[src/rtl/pipeline_hazard_ctrl.sv]
// Stall/flush sequencer for the 5-stage pipeline: load-use, taken branch, multi-cycle execute.
// Optional performance counters are built when HAZARD_PERF_CNT_EN is defined.
module pipeline_hazard_ctrl #(
   parameter int REG_AW    = 4,
   parameter int MC_CYCLES = 4,
   parameter int CNT_W     = 16
) (
   input  logic              clk,
   input  logic              reset,
   input  logic [REG_AW-1:0] id_rs1,
   input  logic [REG_AW-1:0] id_rs2,
   input  logic              id_rs1_used,
   input  logic              id_rs2_used,
   input  logic              ex_mem_read,
   input  logic [REG_AW-1:0] ex_rd,
   input  logic              ex_branch_taken,
   input  logic              ex_mc_start,
   output logic              pc_write,
   output logic              ifid_write,
   output logic              ifid_flush,
   output logic              idex_write,
   output logic              idex_flush,
   output logic              exmem_bubble,
   output logic              mc_busy,
   output logic [CNT_W-1:0]  stall_count,
   output logic [CNT_W-1:0]  flush_count
);

   localparam logic [0:0] RUN     = 1'b0;
   localparam logic [0:0] MC_BUSY = 1'b1;

   // Counter reload leaves the start cycle and the release cycle outside the countdown.
   localparam logic [3:0] MC_RELOAD = (MC_CYCLES > 1) ? 4'(MC_CYCLES - 2) : 4'd0;

   logic [0:0] state_q, state_d;
   logic [3:0] mc_cnt_q, mc_cnt_d;
   logic       load_use;
   logic       flush_evt;

   always_comb begin
      load_use = ex_mem_read && (ex_rd != '0) &&
                 ((id_rs1_used && (id_rs1 == ex_rd)) ||
                  (id_rs2_used && (id_rs2 == ex_rd)));
   end

   always_comb begin
      state_d      = state_q;
      mc_cnt_d     = mc_cnt_q;
      pc_write     = 1'b1;
      ifid_write   = 1'b1;
      idex_write   = 1'b1;
      ifid_flush   = 1'b0;
      idex_flush   = 1'b0;
      exmem_bubble = 1'b0;
      mc_busy      = 1'b0;
      flush_evt    = 1'b0;

      if (!reset) begin
         pc_write     = 1'b0;
         ifid_write   = 1'b0;
         idex_write   = 1'b0;
         ifid_flush   = 1'b1;
         idex_flush   = 1'b1;
         exmem_bubble = 1'b1;
         state_d      = RUN;
         mc_cnt_d     = 4'd0;
      end else if (state_q == RUN) begin
         if (ex_branch_taken) begin
            ifid_flush = 1'b1;
            idex_flush = 1'b1;
            flush_evt  = 1'b1;
         end else if (ex_mc_start && (MC_CYCLES > 1)) begin
            pc_write     = 1'b0;
            ifid_write   = 1'b0;
            idex_write   = 1'b0;
            exmem_bubble = 1'b1;
            mc_busy      = 1'b1;
            state_d      = MC_BUSY;
            mc_cnt_d     = MC_RELOAD;
         end else if (load_use) begin
            pc_write   = 1'b0;
            ifid_write = 1'b0;
            idex_flush = 1'b1;
         end
      end else begin
         // Frozen ID/EX still presents the mc op; everything is ignored until release.
         if (mc_cnt_q != 4'd0) begin
            pc_write     = 1'b0;
            ifid_write   = 1'b0;
            idex_write   = 1'b0;
            exmem_bubble = 1'b1;
            mc_busy      = 1'b1;
            mc_cnt_d     = mc_cnt_q - 4'd1;
         end else begin
            state_d = RUN;
         end
      end
   end

   always_ff @(posedge clk or negedge reset) begin
      if (!reset) begin
         state_q  <= RUN;
         mc_cnt_q <= 4'd0;
      end else begin
         state_q  <= state_d;
         mc_cnt_q <= mc_cnt_d;
      end
   end

`ifdef HAZARD_PERF_CNT_EN
   logic [CNT_W-1:0] stall_cnt_q, stall_cnt_d;
   logic [CNT_W-1:0] flush_cnt_q, flush_cnt_d;

   always_comb begin
      stall_cnt_d = stall_cnt_q;
      flush_cnt_d = flush_cnt_q;
      if (!pc_write && (stall_cnt_q != '1))
         stall_cnt_d = stall_cnt_q + 1'b1;
      if (flush_evt && (flush_cnt_q != '1))
         flush_cnt_d = flush_cnt_q + 1'b1;
   end

   always_ff @(posedge clk or negedge reset) begin
      if (!reset) begin
         stall_cnt_q <= '0;
         flush_cnt_q <= '0;
      end else begin
         stall_cnt_q <= stall_cnt_d;
         flush_cnt_q <= flush_cnt_d;
      end
   end

   assign stall_count = stall_cnt_q;
   assign flush_count = flush_cnt_q;
`else
   logic unused_flush_evt;
   assign unused_flush_evt = flush_evt;
   assign stall_count      = '0;
   assign flush_count      = '0;
`endif

endmodule

[config.mk]
export PLATFORM = sky130hd
export DESIGN_NAME = pipeline_hazard_ctrl
export DESIGN_NICKNAME = d
export VERILOG_FILES = /design/src/rtl/pipeline_hazard_ctrl.sv
export SDC_FILE = /design/constraint.sdc
export NUM_CORES = 1
export LEC_CHECK = 0
export BUFFER_PORTS_ARGS = -buffer_cell sky130_fd_sc_hd__clkbuf_2
export CORE_MARGIN = 2
export CORE_UTILIZATION = 40
export CTS_CLUSTER_SIZE = 25
export DETAILED_ROUTE_END_ITERATION = 12
export GPL_TIMING_DRIVEN = 0
export PLACE_DENSITY = 0.82
export SLEW_MARGIN = 20
export SYNTH_ARGS = -nofsm -noshare
export SYNTH_HDL_FRONTEND = slang
export SYNTH_SLANG_ARGS = --single-unit
[constraint.sdc]
create_clock -name clk -period 3.9 [get_ports clk]
set_clock_uncertainty 0.1 [all_clocks]
set_input_delay 0.195 -clock clk [delete_from_list [all_inputs] [get_ports clk]]
set_output_delay 0.195 -clock clk [all_outputs]
set_load 0.005 [all_outputs]
==> results.md <==
- Clock Sinks: 5
- Clock root cell: clkbuf_4
- DRC: 0
- WP data required: 3.61 ns
- GRT Overall Usage: 13.58%
- Core box area: 1524 um^2
- Min cycle time layout: 2.421 ns
- Slew Limit Fails: 0
- Post-route setup TNS: 0 ns
- WL/cell: 8.082 um
- First-pass GRT wire length: 2.028 mm
- Lkg Pwr: 0.5917 nW
- Max Freq: 413.1 MHz
- Placed cell area: 925.9 um^2
- Final period util: 62.07%
- Hold-fix buffers, CTS: 1
- Gr ovfl total: 0
- Outcome: completed
- Area growth from synthesis to layout: 44.82%
- R2R depth: 8
- Register area share after synthesis: 18.83%
- Chip height: 44.76 um
- Row cnt: 14
- DPL Wire Length: 1.178 mm
- Initial antenna violation count: 0
- Pwr Density: 202.9 nW/um^2
- Vias per cell: 3.887
- Pin count of the biggest net entering global routing: 13
- Fill count: 149
- Gp weighted congestion: 0.7317
- Post-CTS setup buffer count: 0
- Worst-path clk slew: 0.04 ns
- Hold WC Path Type: primary input to asynchronous set/reset pin
- Layout cell share with drive strength beyond 1: 45.45%
- DRT iter0 DRCs: 13
- Critical path arrival: 2.13 ns
- 1st-pass router iterations: 4
- Antenna viol nets, final: 0
- Synth top area share: 37.29%
- Most frequent cells in the layout: buf_4 (33), conb_1 (32), clkbuf_2 (25), xor2_1 (6), dfrtp_1 (5)
- Max-cap check violation count: 0
- R2R setup slack: 2.06 ns
- Fin area: 962.2 um^2
- CTS H-Tree Depth: 1
- Vias: 618
- Ports: 58
- Initial Util: 43.60%
- # nets final: 164
- Die W: 44.76 um
- Worst skew pair latency: 0.25 ns
- CTS tree: done
- Top cells by area, synth: buf_4 (37%), dfrtp_1 (19%), xor2_1 (7.9%), xnor2_1 (2.6%), a21oi_1 (2.3%)
- Mapped cell area: 664.4 um^2
- RSZ-0062 raised after global routing: false
- Power, Total: 0.1952 mW
- Vias in the first global route: 532
- WL final: 1.285 mm
- Crit Path Max Fanout: 5
- Port bufs: 25
- Post-cts resize count: 0
- Mapped Cells: 82
- Post-route core utilization: 63.14%
- R2r startpoint: mc_cnt_q[0]$_DFFE_PN0P_
- Die area: 2003 um^2
- Largest area contributor in the netlist: buf_4
- Yosys reg bits: 5
- Most common cell after layout, fill and taps aside: buf_4
- Endpoints failing hold: 0
- Clock buffer depth: 2
- Reg-to-Reg End: mc_cnt_q[3]$_DFFE_PN0P_
- Ys Warns: 0
- Setup Viol. Count Final: 0
- VDD IR max: 0.1434 mV
- Distinct cells, synth: 30
- Avg Cell Area, Syn: 8.102 um^2
- WS Path Type: register to primary output
- Diode count: 0
- Crit path capture type: primary output
- Total CTS buffers: 3
- CP startpoint kind: register
[worst max-delay path by stage]
stage | from | end | slack (ns) | cells after the start
floorplan | mc_cnt_q[0]$_DFFE_PN0P_ | pc_write | 1.95 | 8
detailed placement | mc_cnt_q[0]$_DFFE_PN0P_ | pc_write | 1.75 | 9
CTS | mc_cnt_q[0]$_DFFE_PN0P_ | pc_write | 1.47 | 9
global route | mc_cnt_q[1]$_DFFE_PN0P_ | pc_write | 1.38 | 9
global placement | mc_cnt_q[0]$_DFFE_PN0P_ | pc_write | 1.77 | 9
finish | mc_cnt_q[0]$_DFFE_PN0P_ | pc_write | 1.48 | 9
[layout make-up]
type | count | area (um^2) | share of cell area (%)
well taps | 16 | 20.02 | 2.081
flip-flops and latches | 5 | 125.1 | 13.00
inverters | 4 | 15.01 | 1.560
repair buffers | 26 | 135.1 | 14.04
clock buffers | 4 | 26.28 | 2.731
multi-input cells | 70 | 381.6 | 39.66
plain buffers | 34 | 259.0 | 26.92
[critical path, cell delays in order (launching register included)]
cell      delay, ns
dfrtp_1        0.40
inv_1          0.07
ha_1           0.15
or3b_1         0.39
a21oi_2        0.25
and2_1         0.17
buf_6          0.11
o31a_2         0.15
buf_4          0.10
clkbuf_2       0.10
[power by group]
part / internal (mW) / switching, mW
combinational: 0.0452 / 0.0331
clock: 0.0387 / 0.0220
sequential: 0.0541 / 0.00212
total: 0.138 / 0.0572
[metal layers]
metal	vias up	wire length [um]	GRT usage, %
met5	-	0	0
met4	0	14	3.636
met3	2	153	4.800
met2	34	713	26.67
met1	254	404	13.09
li1	328	-	-
[cell usage after synthesis (all sizes together)]
cell and count:
xnor2 2, nand2 4, nor3b 1, or3b 1, buf 34, nor4 1
nor3 2, xor2 6, o311ai 1, nand2b 1, nand3b 1, nor2 1
o21ai 3, nand3 1, a31oi 1, o31a 1, conb 1, a21oi 4
o32ai 1, or4 1, nor2b 1, dfrtp 5, and2 1, inv 4
ha 1, or2b 1, and2b 1
[kinds of logic (layout without fill, tap and decap cells)]
| group | Yosys count | in the layout | synth area share (%) |
|---|---|---|---|
| compound gates | 11 | 11 | 10.92 |
| other cells | 1 | 32 | 0.5644 |
| fa+ha+maj | 1 | 1 | 1.883 |
| simple gates | 18 | 18 | 16.01 |
| buf+inv | 38 | 68 | 41.24 |
| flops | 5 | 5 | 18.83 |
| xor+xnor | 8 | 8 | 10.55 |
[registers in the layout (all words and copies together) (netlist names)]
name      count
mc_cnt_q      4
state_q       1
[stage by stage]
stage	std cells	hold slack [ns]	setup WS, ns
after floorplan	113	-0.2006	1.954
after global placement	154	-0.04771	1.770
after detailed placement	154	-0.04414	1.749
after CTS	159	0.2282	1.468
after global routing	159	0.2580	1.376
final	159	0.2341	1.479
No activity file was read; power rests on OpenSTA's default activity.
